**config.mk**
```make
export PLATFORM = sky130hd
export DESIGN_NAME = io_output_reg
export DESIGN_NICKNAME = d
export VERILOG_FILES = /design/src/rtl/io_map_pkg.sv /design/src/rtl/io_output_mux.sv /design/src/rtl/io_output_reg.sv
export SDC_FILE = /design/constraint.sdc
export NUM_CORES = 1
export LEC_CHECK = 0
export CAP_MARGIN = 20
export CORE_MARGIN = 10
export CORE_UTILIZATION = 52
export CTS_CLUSTER_DIAMETER = 60
export DETAILED_ROUTE_END_ITERATION = 8
export PLACE_DENSITY = 0.81
export SYNTH_ARGS = -nofsm -noshare
export SYNTH_HDL_FRONTEND = slang
export SYNTH_SLANG_ARGS = --single-unit
```
**constraint.sdc**
```tcl
create_clock -name io_clk -period 5.2 [get_ports io_clk]
set_input_delay 1.04 -clock io_clk [delete_from_list [all_inputs] [get_ports io_clk]]
set_output_delay 1.04 -clock io_clk [all_outputs]
set_load 0.05 [all_outputs]
```
**src/rtl/io_map_pkg.sv**
```systemverilog
// io_map_pkg: shared IO address map for the CPU's memory-mapped IO blocks.
//  - SEL_* : addr[7:2] values of the input-port and output-port registers
//  - OFF_* : word offsets of the output-block registers from its base select
//  - CTRL / STATUS bit positions of the output block
//  - out_reg_e and decode_out_sel(): output-block register decode helper
package io_map_pkg;

    localparam int WIDTH_DEFAULT = 32;

    // Input-port block map (read-only partner block)
    localparam logic [5:0] SEL_IN_PORT0  = 6'b010000;
    localparam logic [5:0] SEL_IN_PORT1  = 6'b010001;
    localparam logic [5:0] SEL_IN_STATUS = 6'b010010;

    // Output-port block map
    localparam logic [5:0] SEL_OUT_BASE   = 6'b100000;
    localparam logic [5:0] OFF_OUT_PORT0  = 6'd0;
    localparam logic [5:0] OFF_OUT_PORT1  = 6'd1;
    localparam logic [5:0] OFF_OUT_PORT2  = 6'd2;
    localparam logic [5:0] OFF_OUT_CTRL   = 6'd3;
    localparam logic [5:0] OFF_OUT_STATUS = 6'd4;

    // CTRL register bits
    localparam int CTRL_COMMIT = 0;
    localparam int CTRL_AUTO   = 1;

    // STATUS register fields
    localparam int STATUS_DIRTY_LSB = 0;
    localparam int STATUS_DIRTY_W   = 3;
    localparam int STATUS_CNT_LSB   = 8;

    typedef enum logic [2:0] {
        REG_PORT0,
        REG_PORT1,
        REG_PORT2,
        REG_CTRL,
        REG_STATUS,
        REG_NONE
    } out_reg_e;

    // Offset from the block base; the subtraction wraps in 6 bits, so any
    // select below the base lands far above OFF_OUT_STATUS and decodes as none.
    function automatic out_reg_e decode_out_sel(input logic [5:0] sel,
                                                input logic [5:0] base);
        logic [5:0] off;
        off = sel - base;
        case (off)
            OFF_OUT_PORT0:  return REG_PORT0;
            OFF_OUT_PORT1:  return REG_PORT1;
            OFF_OUT_PORT2:  return REG_PORT2;
            OFF_OUT_CTRL:   return REG_CTRL;
            OFF_OUT_STATUS: return REG_STATUS;
            default:        return REG_NONE;
        endcase
    endfunction

endpackage

```
**src/rtl/io_output_mux.sv**
```systemverilog
// io_output_mux: combinational readback select for the output-port block.
//  sel         in  6       addr[7:2] of the current access
//  stage0..2   in  WIDTH   staging registers
//  auto_mode   in  1       auto-commit flag (CTRL bit 1)
//  commit_cnt  in  CNT_W   commit counter
//  dirty       in  3       per-port staged-but-uncommitted flags
//  read_data   out WIDTH   selected register, 0 for unmapped selects
module io_output_mux
    import io_map_pkg::*;
#(
    parameter int         WIDTH    = WIDTH_DEFAULT,
    parameter int         CNT_W    = 8,
    parameter logic [5:0] SEL_BASE = SEL_OUT_BASE
) (
    input  logic [5:0]       sel,
    input  logic [WIDTH-1:0] stage0,
    input  logic [WIDTH-1:0] stage1,
    input  logic [WIDTH-1:0] stage2,
    input  logic             auto_mode,
    input  logic [CNT_W-1:0] commit_cnt,
    input  logic [2:0]       dirty,
    output logic [WIDTH-1:0] read_data
);

    always_comb begin
        read_data = '0;
        case (decode_out_sel(sel, SEL_BASE))
            REG_PORT0: read_data = stage0;
            REG_PORT1: read_data = stage1;
            REG_PORT2: read_data = stage2;
            REG_CTRL:  read_data[CTRL_AUTO] = auto_mode;
            REG_STATUS: begin
                read_data[STATUS_CNT_LSB +: CNT_W]            = commit_cnt;
                read_data[STATUS_DIRTY_LSB +: STATUS_DIRTY_W] = dirty;
            end
            default:   read_data = '0;
        endcase
    end

endmodule

```
**src/rtl/io_output_reg.sv**
```systemverilog
// io_output_reg: memory-mapped output ports with staged, atomic commit.
// CPU stores go to per-port staging registers; a CTRL commit copies all of
// them to the physical ports on one edge. In auto mode a port store drives
// its output directly.
//  io_clk         in  1      IO clock, all state on posedge
//  reset          in  1      synchronous active-high reset
//  addr           in  32     CPU byte address, addr[7:2] decoded
//  io_wen         in  1      store strobe
//  io_byte_en     in  4      byte lanes for port stores
//  io_write_data  in  WIDTH  store data
//  io_read_data   out WIDTH  combinational readback of addr
//  out_port0..2   out WIDTH  committed output ports
//  update_pulse   out 1      one cycle high after each commit edge
// Byte lanes assume WIDTH >= 32.
module io_output_reg
    import io_map_pkg::*;
#(
    parameter int         WIDTH    = WIDTH_DEFAULT,
    parameter logic [5:0] SEL_BASE = SEL_OUT_BASE,
    parameter int         CNT_W    = 8
) (
    input  logic             io_clk,
    input  logic             reset,
    input  logic [31:0]      addr,
    input  logic             io_wen,
    input  logic [3:0]       io_byte_en,
    input  logic [WIDTH-1:0] io_write_data,
    output logic [WIDTH-1:0] io_read_data,
    output logic [WIDTH-1:0] out_port0,
    output logic [WIDTH-1:0] out_port1,
    output logic [WIDTH-1:0] out_port2,
    output logic             update_pulse
);

    logic [WIDTH-1:0] stage   [0:2];
    logic [WIDTH-1:0] out_reg [0:2];
    logic [2:0]       dirty;
    logic             auto_mode;
    logic [CNT_W-1:0] commit_cnt;

    logic [5:0]       sel;
    out_reg_e         region;
    logic             port_store;
    logic             ctrl_store;
    logic             commit_go;
    logic [1:0]       port_idx;
    logic [WIDTH-1:0] merged;
    logic             unused_addr;

    assign sel         = addr[7:2];
    assign unused_addr = ^{addr[31:8], addr[1:0]};

    function automatic logic [WIDTH-1:0] merge_bytes(input logic [WIDTH-1:0] old_val,
                                                     input logic [WIDTH-1:0] new_val,
                                                     input logic [3:0]       be);
        logic [WIDTH-1:0] result;
        result = old_val;
        for (int i = 0; i < 4; i++) begin
            if (be[i]) begin
                result[8*i +: 8] = new_val[8*i +: 8];
            end
        end
        return result;
    endfunction

    // A store with no byte lanes enabled is treated as if it never happened.
    always_comb begin
        region     = decode_out_sel(sel, SEL_BASE);
        port_store = 1'b0;
        ctrl_store = 1'b0;
        port_idx   = 2'd0;
        case (region)
            REG_PORT0: begin port_idx = 2'd0; port_store = io_wen && (io_byte_en != 4'd0); end
            REG_PORT1: begin port_idx = 2'd1; port_store = io_wen && (io_byte_en != 4'd0); end
            REG_PORT2: begin port_idx = 2'd2; port_store = io_wen && (io_byte_en != 4'd0); end
            REG_CTRL:  ctrl_store = io_wen;
            default:   ;
        endcase
        commit_go = ctrl_store && io_write_data[CTRL_COMMIT] && (dirty != 3'd0);
        merged    = merge_bytes(stage[port_idx], io_write_data, io_byte_en);
    end

    // Port stores and CTRL stores are mutually exclusive (one address per
    // edge), so the two branches never fight over out_reg or the counter.
    // An auto-mode store leaves out_port equal to stage, so its dirty flag is
    // cleared. A commit copies the stage values from before this edge.
    always_ff @(posedge io_clk) begin
        if (reset) begin
            for (int i = 0; i < 3; i++) begin
                stage[i]   <= '0;
                out_reg[i] <= '0;
            end
            dirty        <= '0;
            auto_mode    <= 1'b0;
            commit_cnt   <= '0;
            update_pulse <= 1'b0;
        end else begin
            update_pulse <= 1'b0;
            if (port_store) begin
                stage[port_idx] <= merged;
                if (auto_mode) begin
                    out_reg[port_idx] <= merged;
                    dirty[port_idx]   <= 1'b0;
                    update_pulse      <= 1'b1;
                    commit_cnt        <= commit_cnt + CNT_W'(1);
                end else begin
                    dirty[port_idx]   <= 1'b1;
                end
            end
            if (ctrl_store) begin
                auto_mode <= io_write_data[CTRL_AUTO];
                if (commit_go) begin
                    for (int i = 0; i < 3; i++) begin
                        out_reg[i] <= stage[i];
                    end
                    dirty        <= '0;
                    update_pulse <= 1'b1;
                    commit_cnt   <= commit_cnt + CNT_W'(1);
                end
            end
        end
    end

    assign out_port0 = out_reg[0];
    assign out_port1 = out_reg[1];
    assign out_port2 = out_reg[2];

    io_output_mux #(
        .WIDTH    (WIDTH),
        .CNT_W    (CNT_W),
        .SEL_BASE (SEL_BASE)
    ) u_mux (
        .sel        (sel),
        .stage0     (stage[0]),
        .stage1     (stage[1]),
        .stage2     (stage[2]),
        .auto_mode  (auto_mode),
        .commit_cnt (commit_cnt),
        .dirty      (dirty),
        .read_data  (io_read_data)
    );

endmodule
```
# ---- Word level (Yosys, flattened, before mapping)
# Memory sizes are Yosys's and may differ from the RTL's.
# Cells that the tools add are included.
dict set report word_totals {
  reg_bits 13
  ramBits 192
  word_cells 83
  n_memories 2
}
dict set report op_classes {
  addsub 2
  n_lt_le_gt_ge 2
  n_eq_ne 8
  n_mux 48
  bitwise 6
  reduce_logical 11
}
# memory words width rd rd_clocked_by_memory_dff wr line_no
set mem_list {}
lappend mem_list {out_reg 3 32 3 0 3 io_output_reg.sv:36} ;# logic [WIDTH-1:0] out_reg [0:2];
lappend mem_list {stage 3 32 4 0 3 io_output_reg.sv:35} ;# logic [WIDTH-1:0] stage [0:2];
# operator count
set ops {}
lappend ops {{$mux W32} 5}
lappend ops {{$mux W8} 8}
lappend ops {{$reduce_or A32 Y1} 2}
lappend ops {{$pmux W16 S3} 1}
lappend ops {{$pmux W8 S4} 1}
lappend ops {{$mux W1} 20}
lappend ops {{$pmux W3 S5} 1}
lappend ops {{$pmux W5 S3} 1}
lappend ops {{$eq A6 B2 Y1 const B} 2}
lappend ops {{$mux W3} 4}
lappend ops {{$add A8 B1 Y8 const B} 1}
lappend ops {{$pmux W1 S4} 2}
lappend ops {{$eq A3 B2 Y1 const B} 2}
lappend ops {{$eq A6 B1 Y1 const B} 1}
lappend ops {{$eq A6 B3 Y1 const B} 1}
lappend ops {{$logic_not A6 Y1} 1}
lappend ops {{$sub A6 B6 Y6 const B} 1}
lappend ops {{$pmux W1 S5} 1}
lappend ops {{$logic_and A1 B1 Y1} 4}
lappend ops {{$mux W2} 2}
lappend ops {{$pmux W2 S2} 1}
lappend ops {{$reduce_bool A4 Y1} 1}
lappend ops {{$and A3 B3 Y3} 1}
lappend ops {{$eq A3 B1 Y1 const B} 1}
lappend ops {{10 further kinds} 12}

# ---- Logic depth before layout (Yosys ltp)
dict set report logic_depth {
  ltp_word 15
  mapped_depth 7
  depth_no_buf 5
}

# ---- By module
# Synthesis repeated with hierarchy kept, for this count alone.
dict set report hier_totals {
  cells_unflattened 1000
  hier_area_um2 10891.7
}
# mod instances cells_per_inst area_per_inst_um2 seq_area_each_um2
set by_module_without_submodules {}
lappend by_module_without_submodules {io_output_reg 1 833 9815.7 6025.8}
lappend by_module_without_submodules {io_output_mux 1 167 1076.0 0.0}

# ---- Worst setup path before layout
# OpenSTA, ideal clock, no wires.
dict set report synth_timing {
  kind {in2reg}
  start {input port addr[5]}
  end {memory out_reg[1][0] in the netlist's numbering, enable pin}
  t_arrival_ps 4245
  slack_ps 490
  cell_stages 4
  path_buffers 1
  path_cell_list {nor4b_2 -> clkbuf_1 -> nand3_1 -> o21ai_0}
}
# item line_no
set synth_lines {}
lappend synth_lines {{from (decl)} io_output_reg.sv:24} ;# input logic [31:0] addr,
lappend synth_lines {{to (decl)} io_output_reg.sv:36}

# ---- Worst setup path in the final report
dict set report layout_timing {
  start {input port addr[5]}
  end {output port io_read_data[2]}
}
dict set report layout_via {
  elab_chain_cells 5
}
# item line_no
set layout_lines {}
lappend layout_lines {{$sub A6 B6 Y6 *} io_map_pkg.sv:46} ;# off = sel - base;
lappend layout_lines {{$eq A6 B3 Y1, or another cell as far along} io_map_pkg.sv:47} ;# case (off)
lappend layout_lines {{$pmux W3 S5 *} io_map_pkg.sv:47}
lappend layout_lines {{$eq A3 B3 Y1, or another cell as far along} io_output_mux.sv:27} ;# case (decode_out_sel(sel, SEL_BASE))
lappend layout_lines {{$pmux W1 S4 *} io_output_mux.sv:27}
lappend layout_lines {{to (decl)} io_output_reg.sv:28} ;# output logic [WIDTH-1:0] io_read_data,
# Mark *: on every way between the ends. The rest lies on a longest branch, timed or not.

==> key figures <==
Setup path
  • Register-to-Register Path Depth: 4
  • Worst endpoint data arrival time: 3.56 ns
  • Crit Path Category: in -> out
  • Crit path from: addr[5]
  • CP Capture Type: primary output
  • Worst-path fanout max: 16
  • Crit path required time: about 4.2 ns
  • Origin of the critical flop-to-flop path: dirty[2]$_SDFF_PP0_
  • Reg-to-reg setup timing slack: between 2 and 3 ns
  • Startpoint types: input pin
  • Worst R2R End: out_reg[0][29]$_DFFE_PP_

Routing
  • Number of remaining DRC errors: 0
  • Routed wire length: 31900 um
  • Overall via count from detail_route: 8338
  • Iteration-0 DRC count of the detailed router: ~900
  • Remaining antenna violation count: 0
  • Vias per Instance: approximately 6.6
  • Total iterations of the first detailed-routing run: 5
  • Routed wire length per instance: ~25 um

Power
  • Leak Pwr: roughly 0.0046 uW
  • Maximum VDD drop: around 0.21 mV
  • Power per cell area: between 200 and 300 nW/um^2

Hold path
  • Worst min path class: reg -> reg
  • Terminating pin of the worst hold path: commit_cnt[7]$_SDFF_PP0_
  • Worst hold path startpoint: commit_cnt[7]$_SDFF_PP0_
  • Min-Delay Path Depth: 2

Finish
  • Area grow syn2layout: 30.7%
  • Combined area of the multi-input logic cells: approximately 3600 sq um
  • Area taken by flip-flops and latches: approximately 6000 sq um
  • Fill cell total of the finished layout: 1347
  • Area of all placed cells without fillers: about 13000 sq um
  • Fraction of layout cells with a size suffix above 1: 0.0994
  • Net count reported at finish: 1092

Clock tree
  • Root cell of the clock tree: sky130_fd_sc_hd__clkbuf_16
  • Clock tree from TritonCTS: built
  • Number of clock buffers inserted by TritonCTS: 22
  • Number of cells upsized or downsized after cts: 0
  • Hold Buf Count CTS: 0
  • Depth of the CTS H-tree: 1
  • Clock-pin slew reported for the worst setup and hold paths after clock tree synthesis: roughly 0.06 ns
  • Number of clock sinks: just over 200
  • CTS Buffer Depth: 3
  • Skew-Pair Late Insertion Delay: 0.50 ns
  • Number of post-CTS setup repair buffers: 0

Global routing
  • Total congestion overflow after global routing: 0
  • Via count of the first global-routing pass: 8300
  • Antenna violations before repair: 2
  • Overall Global Routing Usage: 0.248
  • First-pass GRT wire length: about 48000 um
  • Pin count of the biggest net entering global routing: about 50

STA
  • Worst slew slack as a fraction of its limit: 0.292
  • Number of hold violations in the final report: 0
  • RSZ-0062 raised after global routing: false
  • Worst clock skew: between 0.005 and 0.006 ns
  • Slew @ Worst Pin: 1.06 ns
  • Final-report max-slew violation count: 0
  • Final-report setup violation count: 0
  • Final min period: ~4.6 ns
  • Summed negative setup slack over all endpoints: 0 ns
  • Final critical-path share of the clock period: 0.885
  • Post-Route Hold Slack: around 0.5 ns
  • Achievable frequency: between 0.2 and 0.25 GHz

Synth
  • Cell taking the most area after synthesis: sky130_fd_sc_hd__edfxtp_1
  • Net count after synthesis: about 940
  • Number of synthesized flops with an enable pin: ~190
  • Synthesized area per cell: 11.4 sq um
  • Portion of the post-synthesis area used by sequential elements: 0.610
  • Synth area leaders: sky130_fd_sc_hd__edfxtp_1, sky130_fd_sc_hd__nand3b_1, sky130_fd_sc_hd__nor2_1
  • Fraction of synthesis flops using an asynchronous set or reset pin: 0
  • Instance count of the mapped netlist: approximately 870
  • YS warnings: 0
  • Count of cell types in the netlist: 45
  • Primary flip-flop cell chosen by synthesis mapping: sky130_fd_sc_hd__edfxtp_1
  • Post-Synthesis Cell Area: between 9000 and 10000 sq um
  • Number of synthesized register bits: 205
  • Area share of the largest cell type after synthesis: 0.584

Placed design
  • RePlAce Congestion: between 0.8 and 0.9
  • HPWL Detailed: 19600 um
  • Number of buffers inserted by port buffering: ~170
  • Placement-stage cell area: between 10000 and 15000 sq um

Job
  • Max-Cap Viols: 0

Floorplanning
  • Initial core utilization: 0.528
  • Std-Cell Rows: 50
  • Die Wd: between 150 and 200 um
  • Top-level port count: 200
  • Core outline area: roughly 19000 sq um
  • Chip height: about 160 um
  • Full die area: between 20000 and 25000 sq um

Status
  • Outcome: finished clean
-- cells in the final DEF, fill, tap and decap left out, types with 3 or more instances in the layout --
master                            count
sky130_fd_sc_hd__edfxtp_1           192
sky130_fd_sc_hd__clkdlybuf4s50_1    139
sky130_fd_sc_hd__nor2_1             104
sky130_fd_sc_hd__nand2_1             68
sky130_fd_sc_hd__nand3b_1            62
sky130_fd_sc_hd__o21ai_0             56
sky130_fd_sc_hd__a21oi_1             42
sky130_fd_sc_hd__a32o_1              35
sky130_fd_sc_hd__o31ai_1             34
sky130_fd_sc_hd__buf_12              34
sky130_fd_sc_hd__nand2b_1            32
sky130_fd_sc_hd__a21boi_0            31
sky130_fd_sc_hd__or3_1               26
sky130_fd_sc_hd__buf_4               24
sky130_fd_sc_hd__clkbuf_16           23
sky130_fd_sc_hd__a21o_1              22
sky130_fd_sc_hd__dfxtp_1             13
sky130_fd_sc_hd__a221o_1             10
sky130_fd_sc_hd__o21ai_1             10
sky130_fd_sc_hd__nand3_1              9
sky130_fd_sc_hd__clkinv_1             9
sky130_fd_sc_hd__clkinv_2             5
sky130_fd_sc_hd__nor2b_1              4
sky130_fd_sc_hd__nand4_1              4
sky130_fd_sc_hd__and3_1               4
sky130_fd_sc_hd__mux2i_1              4
sky130_fd_sc_hd__inv_1                3
sky130_fd_sc_hd__and4_1               3
sky130_fd_sc_hd__or4_1                3
-- Yosys cell counts, drive strengths merged (2+ instances only) --
cell type	n
a21boi	31
a21o	22
a21oi	42
a221o	10
a32o	35
and3	4
and4	3
buf	18
clkbuf	52
dfxtp	13
edfxtp	192
inv	3
mux2i	4
nand2	69
nand2b	34
nand3	9
nand3b	62
nand4	4
nor2	104
nor2b	4
nor3	4
nor4b	2
o21ai	68
o31ai	34
o41ai	2
or3	26
or4	3
-- kinds of logic after synthesis --
logic type / after synthesis / synth area share
AOI/OAI and AO/OA: 251 / 0.176
xor gates and xnor gates: 1 / 0.000887
adders and majority gates: 1 / 0.00127
buffers and inverters: 73 / 0.0309
DFF: 205 / 0.610
muxes: 4 / 0.00405
and+or+nand+nor: 332 / 0.177
-- metrics by stage --
| stage | total power, uW | worst slack [ns] | utilization | cells |
|---|---|---|---|---|
| 2_1_floorplan | 2140 | 0.490 | - | 867 |
| 3_3_place_gp | 2310 | 0.646 | 0.652 | 1229 |
| 4_1_cts | 3820 | 0.616 | 0.690 | 1269 |
| 5_1_grt | 3920 | 0.516 | 0.690 | 1272 |
| 6_report | 3820 | 0.598 | 0.690 | 1272 |
| 3_5_place_dp | 2320 | 0.615 | 0.652 | 1229 |
-- worst max-delay path by stage --
stage	end	depth (start not counted)	slack, ns
final	io_read_data[2]	6	0.60
after global routing	io_read_data[2]	6	0.52
after CTS	io_read_data[12]	6	0.62
after detailed placement	io_read_data[12]	6	0.62
after global placement	io_read_data[15]	6	0.65
after floorplan	out_reg[1][0]$_DFFE_PP_	4	0.49
-- cell type report --
type / instances / area share
timing repair buffer: 199 / 0.175
sequential: 205 / 0.467
inverter: 3 / 0.000872
clock inverter: 16 / 0.00921
tap: 234 / 0.0227
multi-input combinational: 589 / 0.280
clock buffer: 24 / 0.0449
antenna: 2 / 0.000388
-- per-layer routing --
| layer | share of wire | global-route usage | vias up |
|---|---|---|---|
| met4 | 0.027 | 0.0864 | 0 |
| li1 | - | - | 3612 |
| met1 | 0.38 | 0.311 | 4069 |
| met3 | 0.11 | 0.0521 | 73 |
| met2 | 0.49 | 0.418 | 584 |
| met5 | 0 | 0 | - |
-- power by group --
part | switching (uW) | total, uW | internal (uW)
sequential | 25.6 | 1880 | 1850
clock | 634 | 1530 | 897
combinational | 275 | 406 | 131
total | 935 | 3820 | 2880
-- worst max-delay path, stage by stage --
cell and delay (ns):
sky130_fd_sc_hd__clkdlybuf4s50_1 0.53, sky130_fd_sc_hd__or4b_2 0.98, sky130_fd_sc_hd__nor3_2 0.27, sky130_fd_sc_hd__buf_4 0.30, sky130_fd_sc_hd__a221o_1 0.27, sky130_fd_sc_hd__buf_12 0.16
Note: power is estimated with default switching activity, not from simulation.
